**src/rtl/bcd_countdown_timer.sv**
```systemverilog
// Three-digit BCD countdown timer: loads 000-999, decrements once per
// prescaled tick, and flags expiry with a done pulse and an expired level.
module bcd_countdown_timer #(
  parameter int unsigned TICK_DIV = 50_000_000,
  parameter int unsigned DIV_W    = 26
) (
  input  logic       CLOCK_50,
  input  logic       reset,
  input  logic       load,
  input  logic [3:0] load_bcd2,
  input  logic [3:0] load_bcd1,
  input  logic [3:0] load_bcd0,
  input  logic       start,
  input  logic       stop,
  output logic [3:0] bcd2,
  output logic [3:0] bcd1,
  output logic [3:0] bcd0,
  output logic       running,
  output logic       tick,
  output logic       done,
  output logic       expired
);

  typedef enum logic [1:0] {
    IDLE    = 2'd0,
    RUN     = 2'd1,
    PAUSED  = 2'd2,
    EXPIRED = 2'd3
  } state_e;

  localparam logic [DIV_W-1:0] PRESC_MAX = DIV_W'(TICK_DIV - 1);

  state_e           state_q, state_d;
  logic [3:0]       d2_q, d1_q, d0_q;
  logic [3:0]       d2_d, d1_d, d0_d;
  logic [DIV_W-1:0] presc_q, presc_d;
  logic             tick_q, tick_d;
  logic             done_q, done_d;
  logic             running_q, running_d;
  logic             expired_q, expired_d;

  logic count_zero;
  logic count_one;

  assign count_zero = (d2_q == 4'd0) && (d1_q == 4'd0) && (d0_q == 4'd0);
  assign count_one  = (d2_q == 4'd0) && (d1_q == 4'd0) && (d0_q == 4'd1);

  function automatic logic [3:0] clamp9(input logic [3:0] d);
    return (d > 4'd9) ? 4'd9 : d;
  endfunction

  // State and datapath registers
  always_ff @(posedge CLOCK_50) begin
    if (reset) begin
      state_q   <= IDLE;
      d2_q      <= '0;
      d1_q      <= '0;
      d0_q      <= '0;
      presc_q   <= '0;
      tick_q    <= 1'b0;
      done_q    <= 1'b0;
      running_q <= 1'b0;
      expired_q <= 1'b0;
    end else begin
      state_q   <= state_d;
      d2_q      <= d2_d;
      d1_q      <= d1_d;
      d0_q      <= d0_d;
      presc_q   <= presc_d;
      tick_q    <= tick_d;
      done_q    <= done_d;
      running_q <= running_d;
      expired_q <= expired_d;
    end
  end

  // Next-state: one event per cycle, load > stop > start > tick
  always_comb begin
    state_d = state_q;
    d2_d    = d2_q;
    d1_d    = d1_q;
    d0_d    = d0_q;
    presc_d = presc_q;
    tick_d  = 1'b0;
    done_d  = 1'b0;

    if (load) begin
      state_d = IDLE;
      d2_d    = clamp9(load_bcd2);
      d1_d    = clamp9(load_bcd1);
      d0_d    = clamp9(load_bcd0);
      presc_d = '0;
    end else if (stop && (state_q == RUN)) begin
      state_d = PAUSED;
    end else if (start && (state_q == IDLE)) begin
      if (count_zero) begin
        state_d = EXPIRED;
        done_d  = 1'b1;
      end else begin
        state_d = RUN;
      end
    end else if (start && (state_q == PAUSED)) begin
      state_d = RUN;
    end else if (state_q == RUN) begin
      if (presc_q == PRESC_MAX) begin
        presc_d = '0;
        tick_d  = 1'b1;
        if (count_one) begin
          state_d = EXPIRED;
          done_d  = 1'b1;
          d0_d    = 4'd0;
        end else if (d0_q != 4'd0) begin
          d0_d = d0_q - 4'd1;
        end else begin
          d0_d = 4'd9;
          if (d1_q != 4'd0) begin
            d1_d = d1_q - 4'd1;
          end else begin
            d1_d = 4'd9;
            d2_d = d2_q - 4'd1;
          end
        end
      end else begin
        presc_d = presc_q + DIV_W'(1);
      end
    end
  end

  // Status flags follow the next state so they register alongside it
  always_comb begin
    running_d = (state_d == RUN);
    expired_d = (state_d == EXPIRED);
  end

  assign bcd2    = d2_q;
  assign bcd1    = d1_q;
  assign bcd0    = d0_q;
  assign running = running_q;
  assign tick    = tick_q;
  assign done    = done_q;
  assign expired = expired_q;

endmodule
```
**config.mk**
```make
export PLATFORM = sky130hd
export DESIGN_NAME = bcd_countdown_timer
export DESIGN_NICKNAME = d
export VERILOG_FILES = /design/src/rtl/bcd_countdown_timer.sv
export SDC_FILE = /design/constraint.sdc
export NUM_CORES = 1
export LEC_CHECK = 0
export CAP_MARGIN = 30
export CORE_MARGIN = 1
export CORE_UTILIZATION = 55
export DETAILED_ROUTE_END_ITERATION = 8
export MAX_ROUTING_LAYER = met4
export PLACE_DENSITY = 0.88
export SLEW_MARGIN = 10
export SYNTH_ARGS = -nofsm -noshare
export SYNTH_HDL_FRONTEND = slang
export SYNTH_SLANG_ARGS = --single-unit
export TNS_END_PERCENT = 10
```
**constraint.sdc**
```tcl
create_clock -name CLOCK_50 -period 3.45 [get_ports CLOCK_50]
set_input_delay 0.69 -clock CLOCK_50 [delete_from_list [all_inputs] [get_ports CLOCK_50]]
set_output_delay 0.69 -clock CLOCK_50 [all_outputs]
set_load 0.05 [all_outputs]
```
==> impl_metrics.csv, run 1 <==
group,metric,value,unit
status,run_status,"finished, final reports clean",
synth,synth.distinct_cells,45,
grt,overflow,0,
finish,layout_commonest_cell,"dfxtp_1",
drt,drc,0,
drt,drt_wl_total,4987,microns
sta,worst_pin_slew,0.6814,ns
sta,maxSlewViolCount,0,
cts,cts_tree,"built",
synth,synth-main-ff-cell,"dfxtp_1",
setup_path,critPathMaxStageDelay,0.49,ns
sta,period_share,78.60,%
sta,setup-violations-final,0,
synth,ys_seq_area_share,38.45,%
die,dieArea,0.004428,sq mm
die,die_width,66.54,microns
sta,hold_ws,0.5007,ns
flow_run,cap_violations,0,
setup_path,start_kind,"flip-flop",
grt,gr-usage-all-layers,25.71,%
finish,multi_input_area,0.001325,sq mm
placed_design,hpwl,3657,microns
synth,async_flop_share,0,%
sta,fin_tns_setup,0,ns
drt,via_per_inst,5.889,
finish,layout-drive-gt1-share,7.097,%
setup_path,crit_arrival,2.91,ns
setup_path,endpoint_kind,"flip-flop",
finish,diodes,0,
die,start_util,57.27,%
synth,syn_nets,295,
cts,insertion_delay,0.31,ns
finish,n_fill_cell,324,
min_path,hp-class,"flip-flop to flip-flop",
placed_design,post-place-ws,0.7107,ns
finish,utilization,69.91,%
die,coreArea,0.004000,sq mm
synth,ys_ff_latch,44,
synth,synth_edf_count,0,
cts,clock_tree.buffer_depth,2,
die,chipHeight,66.54,microns
finish,finalNetCount,330,
power_and_ir_drop,finalPower,1.107,mW
cts,hold_buffers,0,
drt,first_pass_iters,4,
synth,syn_area_per_cell,8.361,sq um
sta,worst_clock_skew,0.01027,ns
finish,syn_to_final_growth,22.06,%
sta,rsz0062_at_grt,"false",
die,rows,23,
cts,cts-resized-gates,0,
drt,via_count,2120,
sta,fmax,368.8,MHz
setup_path,crit_family,"simple AND/OR/NAND/NOR gates",
cts,cts.sinks,44,
power_and_ir_drop,powerDensity,395.8,mW/mm^2
power_and_ir_drop,power.static_leakage,0.9742,nW
grt,grt_pass1_wl,8349,microns
synth,synthesis.area,0.002291,sq mm
cts,htree_levels,2,
cts,post_cts_buffers,0,
setup_path,cp_slowest_cell,"nand2_1",
placed_design,io_buffer_count,32,
synth,yosys_warnings,0,
setup_path,path_cells,"ha_1 > or4b_4 > nor4_4 > nand3_1 > nand2_1 > buf_4 > nor2_1",
cts,numCtsBuffers,5,
drt,drt_iter0_markers,107,
placed_design,gp_congestion,0.9294,
setup_path,crit_type,"flip-flop to flip-flop",
power_and_ir_drop,ir_drop,0.2734,mV
sta,fin_crit,2.712,ns
drt,wl_per_cell,13.85,microns
grt,grt_start_max_net_pins,18,
sta,hold_viol,0,
cts,clkTransAtPathRegs,0.09,ns
finish,mostFrequentLayoutCells,"dfxtp_1, nor2_1, clkdlybuf4s50_1, nand2_1, xor2_1",
die,ioPinCount,33,
finish,register_area,880.8,sq um
drt,final_antenna_net_count,0,
grt,antenna_found_initial,0,
setup_path,crit_buf_inv,1,
setup_path,cp_max_fo,17,
grt,grt_pass1_vias,1897,
synth,netlist_instances,274,
setup_path,worst-endpoint-required,3.65,ns
sta,relSlewSlack,54.15,%
cts,cts_root_buf,"clkbuf_8",
sta,fin_ws,0.7383,ns
-- path summary, 6_finish.rpt --
path,endpoint,slack (ns),cells after the start,start
worst min-delay path,presc_q[1],0.50,2,presc_q[1]
worst max register to register,presc_q[2],0.74,7,presc_q[0]
worst min register to register,presc_q[1],0.50,2,presc_q[1]
worst max-delay path,presc_q[2],0.74,7,presc_q[0]
-- layout make-up --
| cell class | count | area share [%] |
|---|---|---|
| clock inverter | 2 | 1.387 |
| tap | 50 | 2.237 |
| multi-input combinational | 208 | 47.38 |
| inverter | 13 | 1.745 |
| timing repair buffer | 37 | 12.80 |
| sequential | 44 | 31.50 |
| clock buffer | 6 | 2.953 |
-- power breakdown --
group          switching, mW  total (mW)  internal [mW]
logic                 0.0897       0.153         0.0638
clock network          0.184       0.421          0.237
registers             0.0144       0.533          0.518
-- logic make-up after synthesis --
group,count (synthesis),synth area share [%]
adders and majority gates,4,2.185
muxes,2,0.8739
DFF,44,38.45
xor gates and xnor gates,26,9.940
and+or+nand+nor,135,32.77
buffers and inverters,22,3.714
AOI/OAI and AO/OA,41,12.07
-- synth_stat cells (all sizes together) (4+ instances only) --
library cell  number  area share, %
a21oi              9            2.0
a221oi             4            1.5
a311oi             4            1.5
and2               5            1.4
and3               4            1.1
clkbuf             7            1.1
dfxtp             44             38
ha                 4            2.2
inv               13            2.1
nand2             18            2.9
nand2b             4            1.1
nand3             13            2.8
nand4             11            3.5
nor2              41            6.7
nor3               7            1.5
nor4               8            3.4
o21ai              8            1.7
or3                6            1.6
xnor2             10            3.8
xor2              16            6.1
-- through the flow --
stage	instance area, sq um	std cells
2_1_floorplan	2291	274
3_3_place_gp	2675	352
3_5_place_dp	2675	352
4_1_cts	2796	360
5_1_grt	2796	360
6_report	2796	360
-- worst reg2reg max path, delay by kind of cell, from the launching register on --
| family | cells | cell delay, ns |
|---|---|---|
| DFF | 1 | 0.40 |
| and+or+nand+nor | 5 | 1.73 |
| adders and majority gates | 1 | 0.20 |
| buffers and inverters | 1 | 0.28 |
-- sequential cells by signal, summed over array words and instances (netlist names) --
name,count
done,1
expired,1
bcd2,4
state_q,2
running,1
bcd1,4
bcd0,4
presc_q,26
tick,1
-- metal layers --
metal | up-vias | routed length [microns] | track usage (%)
met1 | 1004 | 2210 | 29.51
li1 | 1048 | - | -
met3 | 7 | 236 | 6.849
met2 | 61 | 2473 | 42.68
met4 | 0 | 67 | 9.574
met5 | - | 0 | -
(Power assumes the default switching activity.)
==> run 2: changes to the inputs <==
--- a/config.mk
+++ b/config.mk
@@ -7,10 +7,10 @@
 export LEC_CHECK = 0
 export CAP_MARGIN = 30
 export CORE_MARGIN = 1
-export CORE_UTILIZATION = 55
+export CORE_UTILIZATION = 49
 export DETAILED_ROUTE_END_ITERATION = 8
 export MAX_ROUTING_LAYER = met4
-export PLACE_DENSITY = 0.88
+export PLACE_DENSITY = 0.83
 export SLEW_MARGIN = 10
 export SYNTH_ARGS = -nofsm -noshare
 export SYNTH_HDL_FRONTEND = slang
==> constraint.sdc (replaced) <==
create_clock -name CLOCK_50 -period 2.18 [get_ports CLOCK_50]
set_input_delay 0.436 -clock CLOCK_50 [delete_from_list [all_inputs] [get_ports CLOCK_50]]
set_output_delay 0.436 -clock CLOCK_50 [all_outputs]
set_load 0.05 [all_outputs]
==> run 2 against run 1 <==
- the run now ends with setup timing left
- core utilization rose by 0.41 points
- non-clock buffer count grew 33
- clock skew is essentially flat
- largest power group unchanged
==> impl_metrics.csv, run 2 (synthesis gave the netlist of run 1 again) <==
group,metric,value,unit
status,run_status,"finished with violations",
status,violations,"setup timing",
power_and_ir_drop,power_frac_comb,17.6,%
setup_path,crit_arrival,2.43,ns
sta,maxSlewViolCount,0,
die,start_util,51.90,%
power_and_ir_drop,power.static_leakage,1.152,nW
drt,via_count,2176,
setup_path,crit_type,"flip-flop to flip-flop",
sta,setup-violations-final,3,
sta,worst_pin_slew,0.5055,ns
die,die_width,70.38,microns
finish,mostFrequentLayoutCells,"nor2_1, dfxtp_1, buf_4, clkdlybuf4s50_1, nand2_1",
power_and_ir_drop,powerDensity,532.8,mW/mm^2
power_and_ir_drop,power_frac_clock,31.8,%
sta,fin_tns_setup,-0.04595,ns
drt,first_pass_iters,4,
cts,htree_levels,2,
sta,fin_ws,-0.03396,ns
finish,stdcell_count,395,
sta,fmax,451.7,MHz
cts,hold_buffers,0,
grt,overflow,0,
finish,layout-drive-gt1-share,18.66,%
placed_design,io_buffer_count,32,
drt,drt_iter0_markers,137,
die,ioPinCount,33,
grt,grt_pass1_vias,2025,
power_and_ir_drop,ir_drop,0.3671,mV
flow_run,cap_violations,0,
drt,final_antenna_net_count,0,
power_and_ir_drop,swShare,27.02,%
placed_design,post-place-ws,-0.06416,ns
drt,wl_per_cell,14.03,microns
min_path,hp-start,"presc_q[24]",
sta,rsz0062_at_grt,"true",
setup_path,critPathMaxStageDelay,0.46,ns
placed_design,place_inst,387,
setup_path,crit_family,"simple AND/OR/NAND/NOR gates",
setup_path,cp-startpoint,"presc_q[0]",
grt,grt_pass1_wl,9045,microns
setup_path,cp_slowest_cell,"or4b_4",
finish,finalNetCount,363,
grt,antenna_found_initial,0,
power_and_ir_drop,seqPwrFrac,50.6,%
placed_design,gp_congestion,0.8750,
cts,clock_tree.buffer_depth,2,
finish,layout_commonest_cell,"nor2_1",
setup_path,endpoint_kind,"flip-flop",
cts,cts_root_buf,"clkbuf_8",
die,coreArea,0.004414,sq mm
sta,worst_clock_skew,0.01032,ns
placed_design,hpwl,4067,microns
cts,cts.sinks,44,
finish,n_fill_cell,350,
sta,hold_viol,0,
setup_path,crit_buf_inv,1,
finish,syn_to_final_growth,35.50,%
power_and_ir_drop,finalPower,1.654,mW
setup_path,path_cells,"ha_4 > or4b_4 > nor4_4 > buf_6 > nand4_4 > or3_1 > a311oi_1",
setup_path,worst-endpoint-required,2.39,ns
setup_path,r2r-start,"presc_q[0]",
finish,top_register,"presc_q",
die,dieArea,0.004953,sq mm
grt,grt_start_max_net_pins,27,
finish,largest_reg_flops,26,
sta,hold_ws,0.5032,ns
cts,insertion_delay,0.30,ns
drt,via_per_inst,5.509,
cts,cts_tree,"built",
min_path,hp-class,"flip-flop to flip-flop",
sta,relSlewSlack,66.19,%
power_and_ir_drop,p_int,1.207,mW
cts,clkTransAtPathRegs,0.08,ns
finish,diodes,0,
die,chipHeight,70.38,microns
power_and_ir_drop,switchingPower,446.9,uW
sta,period_share,101.6,%
setup_path,start_kind,"flip-flop",
sta,fin_crit,2.214,ns
die,rows,24,
grt,gr-usage-all-layers,23.60,%
drt,drc,0,
cts,numCtsBuffers,5,
drt,drt_wl_total,5542,microns
setup_path,cp_max_fo,6,
## run 2: cell count changes in the layout (fill, tap and decap cells not counted), sizes merged
cell	before	now
bufinv	1	0
clkbuf	6	8
clkinv	1	0
buf	5	38
## run 2: final cells by class
cell class / instances / area [sq um] / area share (%)
Clock buffer: 8 / 90.09 / 2.902
Timing Repair Buffer: 70 / 629.4 / 20.27
Tap cell: 52 / 65.06 / 2.096
Multi-Input combinational cell: 208 / 1384 / 44.58
Sequential cell: 44 / 887.1 / 28.58
Inverter: 13 / 48.80 / 1.572
## run 2: per-layer routing
metal	track usage, %	routed length, microns	vias up
li1	-	-	1112
met1	28.25	2523	1005
met2	39.37	2715	51
met3	5.483	232	8
met4	6.889	70	0
met5	-	0	-
## run 2: power groups by stage
stage	logic, mW	registers [mW]	clock network, mW
floorplan	0.102	0.910	0
global route	0.313	0.839	0.565
global placement	0.274	0.854	0
finish	0.292	0.836	0.526
CTS	0.283	0.835	0.534
detailed placement	0.278	0.854	0
## run 2: final timing paths
| kind | slack, ns | to | depth (start not counted) |
|---|---|---|---|
| setup reg to reg | -0.03 | bcd1[3] | 7 |
| hold reg to reg | 0.50 | presc_q[24] | 2 |
| setup / recovery | -0.03 | bcd1[3] | 7 |
| hold / removal | 0.50 | presc_q[24] | 2 |
## run 2: stage by stage
step,instance area (sq um),util (%)
floorplan,2296,-
global placement,2943,66.67
detailed placement,2943,66.67
CTS,3062,69.36
global route,3104,70.32
finish,3104,70.32
## run 2: repair_timing
item	in CTS	in global routing
pin swaps	0	5
buffers inserted	0	0
setup endpoints to repair	4	33
gates resized for setup	5	9
## run 2: worst register-to-register path: cells and delay by family, from the launching register on
family / cells / cell delay [ns]
flip-flops: 1 / 0.36
AND/OR/NAND/NOR: 4 / 1.23
buffers and inverters: 1 / 0.17
adder cells (fa/ha/maj): 1 / 0.13
AO/OA/AOI/OAI: 1 / 0.25
==> run 3: changes to the inputs <==
--- a/config.mk
+++ b/config.mk
@@ -11,6 +11,7 @@
 export DETAILED_ROUTE_END_ITERATION = 8
 export MAX_ROUTING_LAYER = met4
 export PLACE_DENSITY = 0.83
+export REMOVE_ABC_BUFFERS = 1
 export SLEW_MARGIN = 10
 export SYNTH_ARGS = -nofsm -noshare
 export SYNTH_HDL_FRONTEND = slang
==> run 3 against run 2 <==
- the flow still finishes with violations (setup timing)
- maximum frequency fell by 2.6%
- design area rose by 0.89%
- clock power rose by 2%
- count of clock-buffer cells in the layout fell by 2
- combinational power rose by 2%
- critical endpoint is now bcd0[1]
- highest routed layer unchanged
==> impl_metrics.csv, run 3 (synthesis gave the netlist of run 1 again) <==
group,metric,value,unit
status,run_status,"finished with violations",
status,violations,"setup timing",
placed_design,post-place-ws,-0.1477,ns
grt,grtUsageMet3,6.638,%
sta,worst_pin_slew,0.5482,ns
cts,cts_root_buf,"clkbuf_8",
sta,hold_ws,0.5099,ns
cts,cts.sinks,44,
setup_path,crit_top_cell,"buf_4",
drt,via_count,2292,
cts,cts_tree,"built",
die,start_util,51.90,%
finish,n_fill_cell,333,
finish,finalNetCount,368,
power_and_ir_drop,power_frac_comb,17.8,%
finish,largest_reg_flops,26,
drt,drt_iter0_markers,164,
grt,overflow,0,
die,dieArea,0.004953,sq mm
power_and_ir_drop,powerDensity,532.4,mW/mm^2
die,coreArea,0.004414,sq mm
finish,diodes,0,
drt,via_per_inst,5.730,
finish,syn_to_final_growth,36.70,%
sta,setup-violations-final,8,
sta,maxSlewViolCount,0,
setup_path,crit_type,"flip-flop to flip-flop",
setup_path,critPathMaxStageDelay,0.46,ns
finish,layout_commonest_cell,"dfxtp_1",
setup_path,crit_arrival,2.45,ns
finish,mostFrequentLayoutCells,"dfxtp_1, nor2_1, buf_4, clkdlybuf4s50_1, nand2_1",
die,rows,24,
sta,fin_crit,2.274,ns
placed_design,place_inst,390,
setup_path,endpoint_kind,"flip-flop",
grt,grt-busiest-layer,"met2",
die,chipHeight,70.38,microns
drt,drt_wl_total,5703,microns
sta,relSlewSlack,63.15,%
finish,multi_input_area,0.001383,sq mm
die,ioPinCount,33,
drt,first_pass_iters,4,
power_and_ir_drop,seqPwrFrac,50.1,%
power_and_ir_drop,swShare,27.81,%
sta,fin_ws,-0.09392,ns
grt,antenna_found_initial,0,
grt,use_met2,40.74,%
grt,grt_use_met1,29.14,%
setup_path,worst-endpoint-required,2.36,ns
sta,fmax,439.8,MHz
power_and_ir_drop,power.static_leakage,1.180,nW
finish,register_area,883.3,sq um
placed_design,io_buffer_count,32,
min_path,hp-class,"flip-flop to flip-flop",
setup_path,start_kind,"flip-flop",
power_and_ir_drop,power_frac_clock,32.1,%
cts,htree_levels,2,
sta,worst_clock_skew,0.009286,ns
placed_design,hpwl,4144,microns
sta,hold_viol,0,
power_and_ir_drop,switchingPower,463.6,uW
cts,numCtsBuffers,5,
cts,insertion_delay,0.31,ns
setup_path,crit_buf_inv,2,
drt,final_antenna_net_count,0,
sta,period_share,104.3,%
grt,grt_start_max_net_pins,27,
placed_design,gp_congestion,0.9099,
cts,clkTransAtPathRegs,0.08,ns
setup_path,cp_slowest_cell,"or4b_4",
grt,grt_pass1_vias,2269,
setup_path,crit_family,"simple AND/OR/NAND/NOR gates",
cts,clock_tree.buffer_depth,2,
grt,grt_pass1_wl,9687,microns
sta,rsz0062_at_grt,"true",
power_and_ir_drop,p_int,1.204,mW
drt,drc,0,
drt,wl_per_cell,14.26,microns
finish,layout-drive-gt1-share,19.83,%
power_and_ir_drop,ir_drop,0.3756,mV
flow_run,cap_violations,0,
die,die_width,70.38,microns
finish,stdcell_count,400,
setup_path,cp_max_fo,4,
finish,top_register,"presc_q",
setup_path,path_cells,"ha_4 > or4b_4 > nor4_4 > buf_4 > buf_4 > a31oi_1 > a311oi_1 > a211oi_1",
grt,gr-usage-all-layers,25.47,%
[run 3: cell types whose count changed in the layout (fill, tap and decap cells not counted), sizes merged]
cell | previous run | this run
clkinv | 0 | 2
clkbuf | 8 | 6
buf | 38 | 43
[run 3: layout make-up]
class	count	area share, %
Tap cell	52	2.078
Clock buffer	6	2.637
Timing Repair Buffer	75	21.05
Multi-Input combinational cell	208	44.15
Sequential cell	44	28.21
Inverter	13	1.558
Clock inverter	2	0.3196
[run 3: metal layers]
metal / share of wire (%) / vias up
met5: 0 / -
met4: 2.8 / 0
met3: 4.5 / 15
met2: 50 / 65
met1: 43 / 1083
li1: - / 1129
[run 3: timing repair]
action | 4_1_cts | 5_1_grt
setup buffers | 1 | 1
gates resized for setup | 8 | 4
hold buffers | 0 | 0
endpoints found under the setup margin | 11 | 42
pin swaps | 5 | 5
[run 3: power groups by stage]
stage	Combinational [mW]	Clock (mW)	Sequential [mW]
4_1_cts	0.290	0.544	0.834
3_5_place_dp	0.283	0	0.853
5_1_grt	0.318	0.588	0.838
6_report	0.297	0.535	0.835
3_3_place_gp	0.278	0	0.853
2_1_floorplan	0.0945	0	0.909
[run 3: worst min-delay path: cells and delay by family (launching register included)]
| kind | cells | cell delay [ns] |
|---|---|---|
| DFF | 1 | 0.33 |
| AOI/OAI and AO/OA | 2 | 0.13 |
[run 3: metrics by stage]
step	total power [mW]	TNS (ns)	utilization, %	area (sq um)
2_1_floorplan	1.004	-3.293	-	2255
3_3_place_gp	1.131	-0.08598	67.06	2960
3_5_place_dp	1.136	-0.5752	67.06	2960
4_1_cts	1.668	-0.3392	70.18	3098
5_1_grt	1.744	-3.028	70.95	3132
6_report	1.667	-0.2585	70.95	3132
[run 3: path summary, 6_finish.rpt]
path	startpoint	to	slack, ns	cells past startpoint
max	presc_q[1]	bcd0[1]	-0.09	8
min	presc_q[24]	presc_q[24]	0.51	2
max reg2reg	presc_q[1]	bcd0[1]	-0.09	8
min reg2reg	presc_q[24]	presc_q[24]	0.51	2
